### src/rtl/dac_sched_pkg.sv
// dac_sched_pkg
// Shared types and constants for the DAC frame scheduler and its FIFO.
//   state_e        : scheduler FSM states
//   frame_t        : one frame of four 8-bit channels, ch0 in the low byte
//   POWERUP_CYCLES : cycles of power-up before the first tick is honoured
//   ACK_TIMEOUT    : cycles the writer may keep ready high after a start
package dac_sched_pkg;

    typedef enum logic [2:0] {
        OFF,
        POWERUP,
        WAIT_TICK,
        ISSUE,
        ACK
    } state_e;

    localparam int POWERUP_CYCLES = 4;
    localparam int ACK_TIMEOUT    = 8;

    // Shared cycle counter width; must hold both POWERUP_CYCLES-1 and ACK_TIMEOUT-1.
    localparam int TIMER_W = 3;

    typedef struct packed {
        logic [7:0] ch3;
        logic [7:0] ch2;
        logic [7:0] ch1;
        logic [7:0] ch0;
    } frame_t;

endpackage

### src/rtl/frame_fifo.sv
// frame_fifo
// Synchronous frame FIFO, depth 2**AW, with registered level/full and a
// registered read port that only updates on a pop.
//   clk, resetn    : clock, asynchronous active-low reset
//   push_i/data_i  : push one frame (ignored when full or flushing)
//   pop_i          : pop head frame into pop_data_o (ignored when empty or flushing)
//   flush_i        : synchronous empty; wins over push and pop
//   pop_data_o     : last popped frame, held until the next pop
//   full_o/empty_o : status, derived from the registered level
//   level_o        : frames stored
import dac_sched_pkg::*;

module frame_fifo #(
    parameter int AW = 3
) (
    input  logic          clk,
    input  logic          resetn,
    input  logic          push_i,
    input  frame_t        push_data_i,
    input  logic          pop_i,
    input  logic          flush_i,
    output frame_t        pop_data_o,
    output logic          full_o,
    output logic          empty_o,
    output logic [AW:0]   level_o
);

    localparam logic [AW:0] FULL_LEVEL = {1'b1, {AW{1'b0}}};

    frame_t          mem_q [0:(1<<AW)-1];
    frame_t          rd_data_q;
    logic [AW-1:0]   wr_ptr_q, rd_ptr_q;
    logic [AW:0]     level_q, level_d;
    logic            full_q;
    logic            push_ok, pop_ok;

    assign push_ok = push_i && !full_q && !flush_i;
    assign pop_ok  = pop_i && (level_q != '0) && !flush_i;

    always_comb begin
        level_d = level_q;
        if (flush_i) begin
            level_d = '0;
        end else begin
            case ({push_ok, pop_ok})
                2'b10:   level_d = level_q + 1'b1;
                2'b01:   level_d = level_q - 1'b1;
                default: level_d = level_q;
            endcase
        end
    end

    // Storage array kept free of reset so it maps onto RAM.
    always_ff @(posedge clk) begin
        if (push_ok) begin
            mem_q[wr_ptr_q] <= push_data_i;
        end
    end

    always_ff @(posedge clk or negedge resetn) begin
        if (!resetn) begin
            wr_ptr_q  <= '0;
            rd_ptr_q  <= '0;
            level_q   <= '0;
            full_q    <= 1'b0;
            rd_data_q <= '0;
        end else begin
            level_q <= level_d;
            full_q  <= (level_d == FULL_LEVEL);
            if (flush_i) begin
                wr_ptr_q <= '0;
                rd_ptr_q <= '0;
            end else begin
                if (push_ok) wr_ptr_q <= wr_ptr_q + 1'b1;
                if (pop_ok) begin
                    rd_ptr_q  <= rd_ptr_q + 1'b1;
                    rd_data_q <= mem_q[rd_ptr_q];
                end
            end
        end
    end

    assign pop_data_o = rd_data_q;
    assign full_o     = full_q;
    assign empty_o    = (level_q == '0);
    assign level_o    = level_q;

endmodule

### src/rtl/dac_frame_scheduler.sv
// dac_frame_scheduler
// Buffers host frames, paces them with a rate divider and hands each one to
// the 4-channel DAC writer with a one-cycle start pulse gated by dac_ready.
// Inputs : clk, resetn (async, active low), wr_en/wr_data/flush (FIFO host side),
//          enable, rate_div, num_ch, err_clr, dac_ready
// Outputs: full, level, dac_start, dac_pwr, dac_num_ch, ch0..ch3,
//          underflow/late (pulses), wr_ovf/ack_err (sticky), underflow_cnt
// Optional: define DAC_SCHED_UNDERFLOW_CNT_EN to build the saturating
//           underflow counter; otherwise underflow_cnt is tied to 0.
import dac_sched_pkg::*;

module dac_frame_scheduler #(
    parameter int FIFO_AW = 3,
    parameter int DIV_W   = 16
) (
    input  logic               clk,
    input  logic               resetn,
    input  logic               wr_en,
    input  logic [31:0]        wr_data,
    input  logic               flush,
    output logic               full,
    output logic [FIFO_AW:0]   level,
    input  logic               enable,
    input  logic [DIV_W-1:0]   rate_div,
    input  logic [1:0]         num_ch,
    input  logic               err_clr,
    input  logic               dac_ready,
    output logic               dac_start,
    output logic               dac_pwr,
    output logic [1:0]         dac_num_ch,
    output logic [7:0]         ch0,
    output logic [7:0]         ch1,
    output logic [7:0]         ch2,
    output logic [7:0]         ch3,
    output logic               underflow,
    output logic               late,
    output logic               wr_ovf,
    output logic               ack_err,
    output logic [15:0]        underflow_cnt
);

    localparam logic [TIMER_W-1:0] PU_LAST  = TIMER_W'(POWERUP_CYCLES - 1);
    localparam logic [TIMER_W-1:0] ACK_LAST = TIMER_W'(ACK_TIMEOUT - 1);

    state_e               state_q, state_d;
    logic [TIMER_W-1:0]   timer_q, timer_d;
    logic [DIV_W-1:0]     div_q, div_d;
    logic                 start_q, start_d;
    logic                 underflow_q, underflow_d;
    logic                 late_q, late_d;
    logic                 wr_ovf_q, wr_ovf_d;
    logic                 ack_err_q, ack_err_d;
    logic [1:0]           num_ch_q;
    logic                 div_run, tick, pop, ack_timeout;
    logic                 fifo_full, fifo_empty, fifo_avail;
    frame_t               fifo_frame;

    frame_fifo #(.AW(FIFO_AW)) u_fifo (
        .clk         (clk),
        .resetn      (resetn),
        .push_i      (wr_en),
        .push_data_i (wr_data),
        .pop_i       (pop),
        .flush_i     (flush),
        .pop_data_o  (fifo_frame),
        .full_o      (fifo_full),
        .empty_o     (fifo_empty),
        .level_o     (level)
    );

    // A frame being flushed this cycle is not available to the scheduler.
    assign fifo_avail = !fifo_empty && !flush;

    // Divider is frozen while powered down or powering up so the first tick
    // after power-up comes from wherever it was left.
    assign div_run = (state_q != OFF) && (state_q != POWERUP);
    assign tick    = div_run && (div_q == '0);

    always_comb begin
        div_d = div_q;
        if (div_run) div_d = tick ? rate_div : div_q - 1'b1;
    end

    always_comb begin
        state_d     = state_q;
        timer_d     = timer_q;
        start_d     = 1'b0;
        underflow_d = 1'b0;
        late_d      = 1'b0;
        pop         = 1'b0;
        ack_timeout = 1'b0;
        if (!enable) begin
            state_d = OFF;
            timer_d = '0;
        end else begin
            case (state_q)
                OFF: begin
                    state_d = POWERUP;
                    timer_d = '0;
                end
                POWERUP: begin
                    if (timer_q == PU_LAST) begin
                        state_d = WAIT_TICK;
                        timer_d = '0;
                    end else begin
                        timer_d = timer_q + 1'b1;
                    end
                end
                WAIT_TICK: begin
                    if (tick) begin
                        if (fifo_avail) begin
                            pop     = 1'b1;
                            state_d = ISSUE;
                        end else begin
                            underflow_d = 1'b1;
                        end
                    end
                end
                ISSUE: begin
                    late_d = tick;
                    if (dac_ready) begin
                        start_d = 1'b1;
                        state_d = ACK;
                        timer_d = '0;
                    end
                end
                ACK: begin
                    late_d = tick;
                    if (!dac_ready) begin
                        state_d = WAIT_TICK;
                    end else if (timer_q == ACK_LAST) begin
                        ack_timeout = 1'b1;
                        state_d     = WAIT_TICK;
                    end else begin
                        timer_d = timer_q + 1'b1;
                    end
                end
                default: state_d = OFF;
            endcase
        end
    end

    // Sticky flags: a new fault in the same cycle as err_clr keeps the flag set.
    always_comb begin
        wr_ovf_d  = err_clr ? 1'b0 : wr_ovf_q;
        ack_err_d = err_clr ? 1'b0 : ack_err_q;
        if (wr_en && fifo_full && !flush) wr_ovf_d  = 1'b1;
        if (ack_timeout)                  ack_err_d = 1'b1;
    end

    always_ff @(posedge clk or negedge resetn) begin
        if (!resetn) begin
            state_q     <= OFF;
            timer_q     <= '0;
            div_q       <= '0;
            start_q     <= 1'b0;
            underflow_q <= 1'b0;
            late_q      <= 1'b0;
            wr_ovf_q    <= 1'b0;
            ack_err_q   <= 1'b0;
            num_ch_q    <= '0;
        end else begin
            state_q     <= state_d;
            timer_q     <= timer_d;
            div_q       <= div_d;
            start_q     <= start_d;
            underflow_q <= underflow_d;
            late_q      <= late_d;
            wr_ovf_q    <= wr_ovf_d;
            ack_err_q   <= ack_err_d;
            if (pop) num_ch_q <= num_ch;
        end
    end

`ifdef DAC_SCHED_UNDERFLOW_CNT_EN
    logic [15:0] uf_cnt_q, uf_cnt_d, uf_base;

    always_comb begin
        uf_base  = err_clr ? 16'h0000 : uf_cnt_q;
        uf_cnt_d = uf_base;
        if (underflow_d && (uf_base != 16'hFFFF)) uf_cnt_d = uf_base + 1'b1;
    end

    always_ff @(posedge clk or negedge resetn) begin
        if (!resetn) uf_cnt_q <= '0;
        else         uf_cnt_q <= uf_cnt_d;
    end

    assign underflow_cnt = uf_cnt_q;
`else
    assign underflow_cnt = 16'h0000;
`endif

    assign full       = fifo_full;
    assign dac_start  = start_q;
    assign dac_pwr    = (state_q != OFF);
    assign dac_num_ch = num_ch_q;
    assign ch0        = fifo_frame.ch0;
    assign ch1        = fifo_frame.ch1;
    assign ch2        = fifo_frame.ch2;
    assign ch3        = fifo_frame.ch3;
    assign underflow  = underflow_q;
    assign late       = late_q;
    assign wr_ovf     = wr_ovf_q;
    assign ack_err    = ack_err_q;

endmodule

### config.mk
export PLATFORM = sky130hd
export DESIGN_NAME = dac_frame_scheduler
export DESIGN_NICKNAME = d
export VERILOG_FILES = /design/src/rtl/dac_sched_pkg.sv /design/src/rtl/frame_fifo.sv /design/src/rtl/dac_frame_scheduler.sv
export SDC_FILE = /design/constraint.sdc
export NUM_CORES = 1
export LEC_CHECK = 0
export ABC_AREA = 1
export BUFFER_PORTS_ARGS = -buffer_cell sky130_fd_sc_hd__buf_2
export CAP_MARGIN = 30
export CORE_MARGIN = 2
export CORE_UTILIZATION = 60
export CTS_CLUSTER_DIAMETER = 30
export DETAILED_ROUTE_END_ITERATION = 7
export GPL_ROUTABILITY_DRIVEN = 0
export PLACE_DENSITY = 0.84
export SLEW_MARGIN = 20
export SYNTH_ARGS = -nofsm -noshare
export SYNTH_HDL_FRONTEND = slang
export SYNTH_HIERARCHICAL = 1
export SYNTH_SLANG_ARGS = --single-unit
export TNS_END_PERCENT = 10
### constraint.sdc
create_clock -name clk -period 6.2 [get_ports clk]
set_input_delay 0 -clock clk [delete_from_list [all_inputs] [get_ports clk]]
set_output_delay 0 -clock clk [all_outputs]
set_load 0.03 [all_outputs]
==> implementation parameters <==
Parameter                              Value

Cells and area
  Combined flip-flop and latch cell area    about 9500 um2
  Layout Nets    about 1700
  Fill cell instance count of the final layout    ~1400
  Most frequent cells in the layout    440 x sky130_fd_sc_hd__nand2_1, 256 x sky130_fd_sc_hd__edfxtp_1, 179 x sky130_fd_sc_hd__nand3_1, 140 x sky130_fd_sc_hd__inv_1, 121 x sky130_fd_sc_hd__nor2_1
  Multi-input logic area    between 4000 and 5000 um2
  Proportion of layout cells with a drive suffix above 1    0.155
  Area Growth Syn to Fin    23.2%
  Number of diodes    0
  Post-layout instance count excluding filler cells    between 2000 and 2500
  Commonest non-fill, non-tap cell in the layout    sky130_fd_sc_hd__nand2_1

Pwr
  Static leakage    7.89 nW
  Design Power    between 6 and 7 mW
  Switching share of power    0.249
  Sequential share of power    0.394
  IR Drop Worst-Case VDD    234 uV
  Power per Cell Area    approximately 360 nW/um2
  Portion of total power attributed to combinational logic    0.098
  Internal    about 4.8 mW
  Clk pwr share    0.508
  Total net switching power    ~1.6 mW

Placement
  Total placed cells including tap cells    1837
  Port Buffer Count    101
  Detailed-placement wirelength estimate    between 15000 and 20000 um

Logic synthesis
  Number of warning messages in the yosys log    6
  Number of instances in the synthesized netlist    between 1000 and 1500
  Sequential cell area fraction in the yosys report    0.645
  Netlist area before placement    around 15000 um2
  Syn Area/Cell    10.1 um2
  Register bit count reported by yosys    roughly 330
  Library cells used by synthesis    38

Worst setup path
  Number of cells on the critical path    17
  Maximum single-stage delay on the critical path    0.54 ns
  Critical path launch point type    flop
  Cell chain of the critical path    nor2_4 > nand2_2 > nand2_2 > inv_2 > nand3_4 > inv_2 > nand4_1 > nor2_1 > nand2_2 > nor2_4 > buf_4 > ha_1 > fa_1 > or2_2 > nand3_1 > nand3_1 > nor2_1
  Nature of the critical path endpoint    flop
  Library cell appearing most often on the critical path    sky130_fd_sc_hd__nand2_2
  Buffers and inverters on the worst path    3
  CP max stage cell    sky130_fd_sc_hd__dfrtp_1
  Required arrival time at the worst endpoint    between 6 and 7 ns
  Peak fanout along the critical path    36
  Count of cells along the worst register-to-register path    17
  Worst path arrival time    around 4.5 ns
  Critical path's top delay family    simple AND/OR/NAND/NOR gates
  Category of the most critical setup path    flop to flop

Timing
  Clock skew    0.0264 ns
  Pin slew with the least headroom to its limit    roughly 0.86 ns
  Shortest clock period the worst path allows after layout    between 4 and 5 ns
  Worst max-slew margin expressed relative to the limit    0.425
  Setup tns final    0 ns
  Unrepaired setup endpoints after global routing    false
  Max Freq    about 250 MHz
  Max Transition Viols Final    0
  Final setup violation count    0
  Share of the cycle needed by the critical path after routing    0.650
  Fin Hold WS    approximately 0.22 ns
  Endpoints failing hold    0

Clocking
  Clock-pin slew on the worst setup and hold paths    roughly 0.050 ns
  Root Buffer Master    sky130_fd_sc_hd__clkbuf_16
  Cts bufs inserted    slightly below 60
  Hold buffers post-CTS    61
  Post-cts gate resize count    0
  Post-CTS Setup Repair Bufs    0
  Deepest level of the CTS H-tree    2
  Clock Sinks    328
  Maximum clock path buffer count    3
  CTS tree    done
  Clock latency at the later pin of the worst-skew pair    roughly 0.58 ns

Detailed routing
  Routed length on met2    18300 um
  Average wire per standard cell    approximately 18 um
  Detailed-routing wirelength on met1    between 10000 and 15000 um
  Routed wire length on met3    ~3100 um
  Detailed-router iteration count before antenna repair    5
  Routed via count    11200
  DRT iter0 DRCs    1146
  Final routed wirelength across all metal layers    ~36000 um
  Number of design rule violations left after detail routing    0
  Highest routing layer actually used    met4
  Count of antenna-violating nets left after detailed routing    0
  Via density per instance    approximately 5.6

Floorplanning
  Starting density of the core    0.609
  Number of standard-cell rows in the floorplan    between 50 and 60
  Die Footprint    approximately 26000 um2
  CORE AREA    roughly 24000 um2
  Die width    between 150 and 200 um
  Vertical die dimension    about 160 um
  Number of primary I/O pins    between 100 and 150

Run status
  Outcome    completed

Hold path
  WHS Path Cells    4
  Path category of the worst min-delay check    input pin to flop

Global route
  Antenna violations before repair    0
  First-pass GRT wire length    between 50000 and 60000 um
  Number of global-route vias before repair    about 11000
  Global-route usage over all layers    0.283
  Congestion Overflow GR    0
  Largest net degree at the start of global routing    ~110

Flow run
  Max cap viols    0
-- worst reg2reg max path, cell delays in order (launching register included) --
cell                      delay [ns]
sky130_fd_sc_hd__dfrtp_1        0.54
sky130_fd_sc_hd__nor2_4         0.08
sky130_fd_sc_hd__nand2_2        0.08
sky130_fd_sc_hd__nand2_2        0.26
sky130_fd_sc_hd__inv_2          0.32
sky130_fd_sc_hd__nand3_4        0.17
sky130_fd_sc_hd__inv_2          0.14
sky130_fd_sc_hd__nand4_1        0.14
sky130_fd_sc_hd__nor2_1         0.17
sky130_fd_sc_hd__nand2_2        0.10
sky130_fd_sc_hd__nor2_4         0.07
sky130_fd_sc_hd__buf_4          0.47
sky130_fd_sc_hd__ha_1           0.38
sky130_fd_sc_hd__fa_1           0.45
sky130_fd_sc_hd__or2_2          0.30
sky130_fd_sc_hd__nand3_1        0.11
sky130_fd_sc_hd__nand3_1        0.08
sky130_fd_sc_hd__nor2_1         0.10
-- final timing paths --
path                                 startpoint                     to  slack [ns]
min                                 rate_div[4]               div_q[4]        0.22
max reg2reg                          state_q[0]          u_fifo/full_o        2.17
max                                  state_q[0]          u_fifo/full_o        2.17
min reg2reg                u_fifo/pop_data_o[3]   u_fifo/pop_data_o[3]        0.47
min in group asynchronous                resetn  u_fifo/pop_data_o[10]        0.50
max in group asynchronous                resetn     u_fifo/rd_ptr_q[0]        5.39
-- cells by family (layout without fill, tap and decap cells) --
family | after synthesis | after routing | share of synthesized area
other | 1 | 16 | 0.000255
adder cells (fa/ha/maj) | 12 | 12 | 0.0107
AO/OA/AOI/OAI | 34 | 34 | 0.0125
flip-flops | 328 | 328 | 0.645
buffers and inverters | 227 | 438 | 0.0735
XOR/XNOR | 6 | 6 | 0.00357
AND/OR/NAND/NOR | 851 | 851 | 0.255
-- Yosys cell counts, drive strengths merged --
master	n	area (um2)
nand2	444	1680
edfxtp	256	7690
nand3	184	953
inv	149	562
nor2	138	574
buf	73	502
dfrtp	72	1800
or2	70	438
o21ai	18	90.1
ha	11	138
a21oi	7	35.0
nand4	7	43.8
a31oi	6	37.5
clkbuf	5	18.8
nand3b	5	37.5
xnor2	4	35.0
nor3	2	15.0
o211ai	2	15.0
xor2	2	17.5
conb	1	3.75
fa	1	20.0
nor3b	1	7.51
o22ai	1	6.26
-- sequential cells by signal, indices dropped and copies added, names as in the netlist, 2 cells and up --
name               count
u_fifo/wr_ptr_q        3
u_fifo/rd_ptr_q        3
u_fifo/mem_q         256
dac_num_ch             2
state_q                3
u_fifo/level_o         4
timer_q                3
div_q                 16
u_fifo/pop_data_o     32
-- stage by stage --
step,setup WS (ns),cell area [um2],util
final,2.17,18100,0.750
after global routing,1.82,18100,0.750
after CTS,2.23,18100,0.748
after detailed placement,2.28,15400,0.638
after global placement,2.44,15300,0.634
after floorplan,3.18,14800,-
-- power by group through the flow --
stage | logic [mW] | registers [mW] | clock network, mW
final | 0.633 | 2.54 | 3.27
after global routing | 0.705 | 2.54 | 3.42
after CTS | 0.621 | 2.53 | 3.29
after detailed placement | 0.584 | 2.57 | 0
after global placement | 0.561 | 2.57 | 0
after floorplan | 0.464 | 2.55 | 0
-- cell type report --
type	count	share of cell area
clock buffers	69	0.0852
multi-input cells	919	0.235
flip-flops and latches	328	0.524
clock inverters	41	0.0286
well taps	324	0.0224
inverters	149	0.0310
repair buffers	179	0.0740
-- routing by layer --
metal	GRT usage	vias up
li1	-	5076
met1	0.347	5357
met2	0.499	645
met3	0.0509	109
met4	0.113	0
met5	0	-
Power figures use the tool's default switching activity.
